<file path="src/rtl/array_sram_pkg.sv">
// Shared geometry, state encoding and lane helpers for the
// array SRAM request controllers.
package array_sram_pkg;

  localparam int SETS   = 32;
  localparam int WAYS   = 2;
  localparam int WAY_W  = 10;
  localparam int ADDR_W = $clog2(SETS);

  typedef enum logic {
    INIT,
    IDLE
  } state_e;

  function automatic int lane_lo(input int way);
    return way * WAY_W;
  endfunction

endpackage

</file>
<file path="src/rtl/array_sram_ctrl_if.sv">
// Request/response channels plus the RW0 macro port of the
// array SRAM controller.
interface array_sram_ctrl_if
  import array_sram_pkg::*;
#(
  parameter int AW = ADDR_W,
  parameter int NW = WAYS,
  parameter int WW = WAY_W
);

  localparam int DW = NW * WW;

  logic          r_req_valid;
  logic          r_req_ready;
  logic [AW-1:0] r_req_setIdx;
  logic          r_resp_valid;
  logic [DW-1:0] r_resp_data;

  logic          w_req_valid;
  logic          w_req_ready;
  logic [AW-1:0] w_req_setIdx;
  logic [DW-1:0] w_req_data;
  logic [NW-1:0] w_req_waymask;

  logic [AW-1:0] sram_addr;
  logic          sram_en;
  logic          sram_wmode;
  logic [NW-1:0] sram_wmask;
  logic [DW-1:0] sram_wdata;
  logic [DW-1:0] sram_rdata;

  modport slave (
    input  r_req_valid, r_req_setIdx,
    input  w_req_valid, w_req_setIdx,
    input  w_req_data, w_req_waymask,
    input  sram_rdata,
    output r_req_ready, r_resp_valid,
    output r_resp_data, w_req_ready,
    output sram_addr, sram_en, sram_wmode,
    output sram_wmask, sram_wdata
  );

  modport master (
    output r_req_valid, r_req_setIdx,
    output w_req_valid, w_req_setIdx,
    output w_req_data, w_req_waymask,
    output sram_rdata,
    input  r_req_ready, r_resp_valid,
    input  r_resp_data, w_req_ready,
    input  sram_addr, sram_en, sram_wmode,
    input  sram_wmask, sram_wdata
  );

endinterface

</file>
<file path="src/rtl/array_init_sweeper.sv">
// Post-reset address sweep: walks every set once, then
// raises done and stays idle until the next reset.
module array_init_sweeper #(
  parameter int SETS   = 32,
  parameter int ADDR_W = 5
) (
  input  logic              clk,
  input  logic              rst,
  output logic              active,
  output logic [ADDR_W-1:0] addr,
  output logic              done
);

  localparam int CW = ADDR_W + 1;
  localparam logic [CW-1:0] LAST = CW'(SETS - 1);

  logic [CW-1:0] cnt_q, cnt_d;
  logic          done_q, done_d;

  always_comb begin
    cnt_d  = cnt_q;
    done_d = done_q;
    if (!done_q) begin
      cnt_d = cnt_q + 1'b1;
      if (cnt_q == LAST) done_d = 1'b1;
    end
  end

  always_ff @(posedge clk or posedge rst) begin
    if (rst) begin
      cnt_q  <= '0;
      done_q <= 1'b0;
    end else begin
      cnt_q  <= cnt_d;
      done_q <= done_d;
    end
  end

  assign active = !done_q;
  assign addr   = cnt_q[ADDR_W-1:0];
  assign done   = done_q;

endmodule

</file>
<file path="src/rtl/array_sram_ctrl.sv">
// Zero-fills the array after reset, then muxes read/write
// requests onto the single RW port and holds read data.
module array_sram_ctrl
  import array_sram_pkg::*;
#(
  parameter int SETS   = array_sram_pkg::SETS,
  parameter int ADDR_W = array_sram_pkg::ADDR_W,
  parameter int WAYS   = array_sram_pkg::WAYS,
  parameter int WAY_W  = array_sram_pkg::WAY_W
) (
  input  logic clock,
  input  logic reset,
  output logic init_done,
  array_sram_ctrl_if.slave bus
);

  localparam int DW = WAYS * WAY_W;

  logic              sw_active;
  logic              sw_done;
  logic [ADDR_W-1:0] sw_addr;
  state_e            state;
  logic              wr_fire;
  logic              rd_fire;

  logic              resp_valid_q, resp_valid_d;
  logic [DW-1:0]     hold_q, hold_d;

  array_init_sweeper #(
    .SETS   (SETS),
    .ADDR_W (ADDR_W)
  ) u_sweep (
    .clk    (clock),
    .rst    (reset),
    .active (sw_active),
    .addr   (sw_addr),
    .done   (sw_done)
  );

  assign state     = sw_done ? IDLE : INIT;
  assign init_done = sw_done;

  // Write always wins the port; read waits a cycle.
  assign bus.w_req_ready = (state == IDLE);
  assign bus.r_req_ready = (state == IDLE)
                         && !bus.w_req_valid;

  assign wr_fire = (state == IDLE) && bus.w_req_valid;
  assign rd_fire = bus.r_req_valid && bus.r_req_ready;

  always_comb begin
    bus.sram_en    = 1'b0;
    bus.sram_wmode = 1'b0;
    bus.sram_addr  = '0;
    bus.sram_wmask = '0;
    bus.sram_wdata = '0;
    unique case (1'b1)
      sw_active: begin
        bus.sram_en    = !reset;
        bus.sram_wmode = 1'b1;
        bus.sram_addr  = sw_addr;
        bus.sram_wmask = '1;
      end
      wr_fire: begin
        bus.sram_en    = 1'b1;
        bus.sram_wmode = 1'b1;
        bus.sram_addr  = bus.w_req_setIdx;
        bus.sram_wmask = bus.w_req_waymask;
        bus.sram_wdata = bus.w_req_data;
      end
      rd_fire: begin
        bus.sram_en   = 1'b1;
        bus.sram_addr = bus.r_req_setIdx;
      end
      default: ;
    endcase
  end

  // Capture macro output so later writes cannot disturb it.
  always_comb begin
    resp_valid_d = rd_fire;
    hold_d       = hold_q;
    if (resp_valid_q) hold_d = bus.sram_rdata;
  end

  always_ff @(posedge clock or posedge reset) begin
    if (reset) begin
      resp_valid_q <= 1'b0;
      hold_q       <= '0;
    end else begin
      resp_valid_q <= resp_valid_d;
      hold_q       <= hold_d;
    end
  end

  assign bus.r_resp_valid = resp_valid_q;
  assign bus.r_resp_data  = resp_valid_q ? bus.sram_rdata
                                         : hold_q;

endmodule

</file>
<file path="src/flat_wrapper.sv">
// flat-port wrapper written by rule: the top's interface ports become plain ports
module array_sram_ctrl_flat import array_sram_pkg::*;
#(
  parameter int SETS   = array_sram_pkg::SETS,
  parameter int ADDR_W = array_sram_pkg::ADDR_W,
  parameter int WAYS   = array_sram_pkg::WAYS,
  parameter int WAY_W  = array_sram_pkg::WAY_W
)
  (clock, reset, init_done, bus_r_req_valid, bus_r_req_setIdx, bus_w_req_valid, bus_w_req_setIdx, bus_w_req_data, bus_w_req_waymask, bus_sram_rdata, bus_r_req_ready, bus_r_resp_valid, bus_r_resp_data, bus_w_req_ready, bus_sram_addr, bus_sram_en, bus_sram_wmode, bus_sram_wmask, bus_sram_wdata);
  array_sram_ctrl_if bus_i ();
  input  logic clock;
  input  logic reset;
  output logic init_done;
  input wire logic [$bits(bus_i.r_req_valid)-1:0] bus_r_req_valid;
  input wire logic [$bits(bus_i.r_req_setIdx)-1:0] bus_r_req_setIdx;
  input wire logic [$bits(bus_i.w_req_valid)-1:0] bus_w_req_valid;
  input wire logic [$bits(bus_i.w_req_setIdx)-1:0] bus_w_req_setIdx;
  input wire logic [$bits(bus_i.w_req_data)-1:0] bus_w_req_data;
  input wire logic [$bits(bus_i.w_req_waymask)-1:0] bus_w_req_waymask;
  input wire logic [$bits(bus_i.sram_rdata)-1:0] bus_sram_rdata;
  output wire logic [$bits(bus_i.r_req_ready)-1:0] bus_r_req_ready;
  output wire logic [$bits(bus_i.r_resp_valid)-1:0] bus_r_resp_valid;
  output wire logic [$bits(bus_i.r_resp_data)-1:0] bus_r_resp_data;
  output wire logic [$bits(bus_i.w_req_ready)-1:0] bus_w_req_ready;
  output wire logic [$bits(bus_i.sram_addr)-1:0] bus_sram_addr;
  output wire logic [$bits(bus_i.sram_en)-1:0] bus_sram_en;
  output wire logic [$bits(bus_i.sram_wmode)-1:0] bus_sram_wmode;
  output wire logic [$bits(bus_i.sram_wmask)-1:0] bus_sram_wmask;
  output wire logic [$bits(bus_i.sram_wdata)-1:0] bus_sram_wdata;
  assign bus_i.r_req_valid = bus_r_req_valid;
  assign bus_i.r_req_setIdx = bus_r_req_setIdx;
  assign bus_i.w_req_valid = bus_w_req_valid;
  assign bus_i.w_req_setIdx = bus_w_req_setIdx;
  assign bus_i.w_req_data = bus_w_req_data;
  assign bus_i.w_req_waymask = bus_w_req_waymask;
  assign bus_i.sram_rdata = bus_sram_rdata;
  assign bus_r_req_ready = bus_i.r_req_ready;
  assign bus_r_resp_valid = bus_i.r_resp_valid;
  assign bus_r_resp_data = bus_i.r_resp_data;
  assign bus_w_req_ready = bus_i.w_req_ready;
  assign bus_sram_addr = bus_i.sram_addr;
  assign bus_sram_en = bus_i.sram_en;
  assign bus_sram_wmode = bus_i.sram_wmode;
  assign bus_sram_wmask = bus_i.sram_wmask;
  assign bus_sram_wdata = bus_i.sram_wdata;
  array_sram_ctrl #(.SETS(SETS), .ADDR_W(ADDR_W), .WAYS(WAYS), .WAY_W(WAY_W)) u_core (.clock(clock), .reset(reset), .init_done(init_done), .bus(bus_i));
endmodule
</file>
<file path="config.mk">
export PLATFORM = sky130hd
export DESIGN_NAME = array_sram_ctrl_flat
export DESIGN_NICKNAME = d
export VERILOG_FILES = /design/src/rtl/array_sram_pkg.sv /design/src/rtl/array_sram_ctrl_if.sv /design/src/rtl/array_init_sweeper.sv /design/src/rtl/array_sram_ctrl.sv /design/src/flat_wrapper.sv
export SDC_FILE = /design/constraint.sdc
export NUM_CORES = 1
export LEC_CHECK = 0
export CAP_MARGIN = 25
export CORE_ASPECT_RATIO = 0.75
export CORE_MARGIN = 2
export CORE_UTILIZATION = 33
export DETAILED_ROUTE_END_ITERATION = 8
export PLACE_DENSITY = 0.81
export RECOVER_POWER = 100
export SYNTH_ARGS = -nofsm -noshare
export SYNTH_HDL_FRONTEND = slang
export SYNTH_SLANG_ARGS = --single-unit
</file>
<file path="constraint.sdc">
create_clock -name clock -period 1.95 [get_ports clock]
set_clock_uncertainty 0.1 [all_clocks]
set_input_delay 0.39 -clock clock [delete_from_list [all_inputs] [get_ports clock]]
set_output_delay 0.39 -clock clock [all_outputs]
set_load 0.1 [all_outputs]
</file>
==> impl_results.md, run 1 <==
- Mapped Cells: 120
- Hpwl dp: 3748 µm
- Cell Pwr Density: 772.0 nW/µm²
- Number of remaining DRC errors: 0
- Status: finished clean
- Setup CP Type: flop to output pin
- Worst slew pin tran: 0.6624 ns
- Syn_nets: 177
- Leakage power: 1.466 nW
- Clk_lat worst skew: 0.28 ns
- Synth area leader: dfrtp_1
- Initial antenna violation count: 0
- Peak VDD IR: 702.7 µV
- DP Area: 3281 µm²
- Post-DRT Antenna Nets: 0
- Overall Power: 2.654 mW
- All-Layer GR Usage: 22.26%
- DRT iter0 DRCs: 54
- Commonest non-fill, non-tap cells in the layout: buf_12 (55), clkdlybuf4s50_1 (52), dfrtp_1 (26), mux2_2 (20), and3_4 (20)
- Layout area overhead: 151.4%
- Root buf cell: clkbuf_8
- Clk pin slew, worst setup/hold paths: 0.10 ns
- YS warnings: 0
- Number of synthesized register bits: 28
- Design area: 3438 µm²
- Routed WL: 5189 µm
- Startpoint types: flop
- Critical path required time: 1.46 ns
- Routed vias: 1401
- Minimum clock period: 1.948 ns
- Pin count of the biggest net entering global routing: 29
- Die Height: 59.75 µm
- Final-report hold violation count: 0
- Max cap viols: 0
- Pre-antenna DRT Iters: 4
- Core Box Area: 4004 µm²
- Number of filler cells placed in the layout: 190
- RSZ-0062 raised after global routing: true
- I/O pin cnt: 109
- Synth area leaders: dfrtp_1 (51%), mux2_2 (17%), and3_1 (9.1%)
- Diodes inserted: 0
- Post-synthesis sequential area ratio: 51.24%
- Distinct cells, synth: 23
- Most common cell after layout, fill and taps aside: buf_12
- Row cnt: 20
- Vias in the first global route: 1572
- Avg Inst Size Synth: 11.40 µm²
- WL/cell: 17.77 µm
- Final period util: 99.88%
- Total number of H-tree levels: 1
- Nets@finish: 295
- Critical Path AT: 1.46 ns
- Chip Width: 78.34 µm
- Crit. End Element: output pin
- Initial Util: 34.16%
- I/O Buffers: 108
- Final setup fails: 0
- Post-DR vias/cell: 4.798
- Final Max Slew Viols: 0
- # hold bufs at CTS: 0
- Placed cell count: 282
- Crit-path max FO: 10
- Number of CTS-inserted buffers: 3
- First-pass GRT wire length: 7969 µm
- Slew Limit Headroom: 55.84%
- Die footprint: 4681 µm²
- Post-synth top area share: 51.24%
- Non-filler cells, final: 292
- Worst hold-check path type: flop to flop
- Num Clock Sinks: 28
- Layout cell share with drive strength beyond 1: 54.01%
- CTS max path bufs: 2
- CTS tree: built
- Final GP Congestion: 0.7135
- Peak Freq: 513.5 MHz
- Total congestion overflow: 0
- Post-synthesis cell area: 1368 µm²
-- synth_stat cells (all sizes together) --
cell and n:
nand3 1, nand2 9, buf 8, xnor2 4
nor2b 1, clkbuf 2, nand3b 5, ha 1
and3 20, dfrtp 28, o21bai 1, and4b 1
nand2b 1, and2 1, a31oi 5, nand4 1
nand4b 1, xor2 1, nor2 5, o22a 1
mux2 21, inv 2
-- cells by family after synthesis --
kind of cell / share of synthesized area [%]
flops: 51.23
compound gates: 3.477
fa+ha+maj: 0.9148
mux: 17.29
buf+inv: 4.575
simple gates: 19.31
xor+xnor: 3.202
-- layout make-up --
class	instances	area (µm²)	area share [%]
Multi-Input combinational cell	80	812.0	23.62
Inverter	2	11.26	0.3275
Tap cell	55	68.82	2.001
Clock inverter	1	30.03	0.8734
Timing Repair Buffer	123	1767	51.38
Clock buffer	3	41.29	1.201
Sequential cell	28	708.2	20.60
-- state kept, by name, indices dropped and copies added (netlist names) --
signal                   cells
u_core.bus.r_resp_valid      1
u_core.hold_q               20
u_core.u_sweep.cnt_q         6
u_core.u_sweep.done          1
-- per-layer routing --
| metal | part of all wire (%) | wire length [µm] | vias up | track usage, % |
|---|---|---|---|---|
| met5 | 0 | 0 | - | 0 |
| met4 | 2.1 | 108 | 0 | 6.266 |
| met3 | 3.6 | 189 | 10 | 3.474 |
| met2 | 56 | 2918 | 43 | 42.61 |
| met1 | 38 | 1972 | 696 | 26.36 |
| li1 | - | - | 652 | - |
-- path summary, 6_finish.rpt --
check | cells after the start | slack [ns] | end | start
max in group asynchronous | 3 | 0.53 | u_core.u_sweep.done | reset
hold / removal | 1 | 0.40 | u_core.u_sweep.cnt_q[5] | u_core.u_sweep.cnt_q[5]
setup / recovery | 3 | 0.002 | bus_r_resp_data[9] | u_core.bus.r_resp_valid
hold reg to reg | 1 | 0.40 | u_core.u_sweep.cnt_q[5] | u_core.u_sweep.cnt_q[5]
min in group asynchronous | 3 | 0.73 | u_core.u_sweep.cnt_q[4] | reset
setup reg to reg | 4 | 0.44 | u_core.u_sweep.cnt_q[5] | u_core.u_sweep.done
-- metrics by stage --
stage	util (%)	setup WS, ns	TNS, ns	hold WS [ns]
2_1_floorplan	-	-0.9705	-2.358	0.3442
3_3_place_gp	81.94	-0.1252	-2.112	0.3593
3_5_place_dp	81.94	-0.1667	-2.840	0.3770
4_1_cts	84.91	-0.01647	-0.1749	0.3894
5_1_grt	85.88	-0.03262	-0.4845	0.4388
6_report	85.88	0.002399	0	0.4033
-- timing repair --
item / CTS / global route
setup buffers: 4 / 2
gates cloned: 0 / 0
pin swaps: 2 / 3
gates resized for setup: 4 / 8
setup endpoints to repair: 49 / 23
-- critical path: stages (launching register included) --
cell     delay (ns)
dfrtp_4        0.46
buf_8          0.16
mux2_2         0.38
buf_12         0.17
-- power by group --
part | internal [mW] | switching, mW
sequential | 0.642 | 0.0187
clock | 0.275 | 0.189
combinational | 0.592 | 0.938
Power figures use the tool's default switching activity.
==> run 2, diff against run 1 <==
--- a/config.mk
+++ b/config.mk
@@ -10,6 +10,7 @@
 export CORE_MARGIN = 2
 export CORE_UTILIZATION = 33
 export DETAILED_ROUTE_END_ITERATION = 8
+export GPL_ROUTABILITY_DRIVEN = 0
 export PLACE_DENSITY = 0.81
 export RECOVER_POWER = 100
 export SYNTH_ARGS = -nofsm -noshare
==> results of run 2 <==
The final DEF is identical to that of run 1; final timing and power are the same.
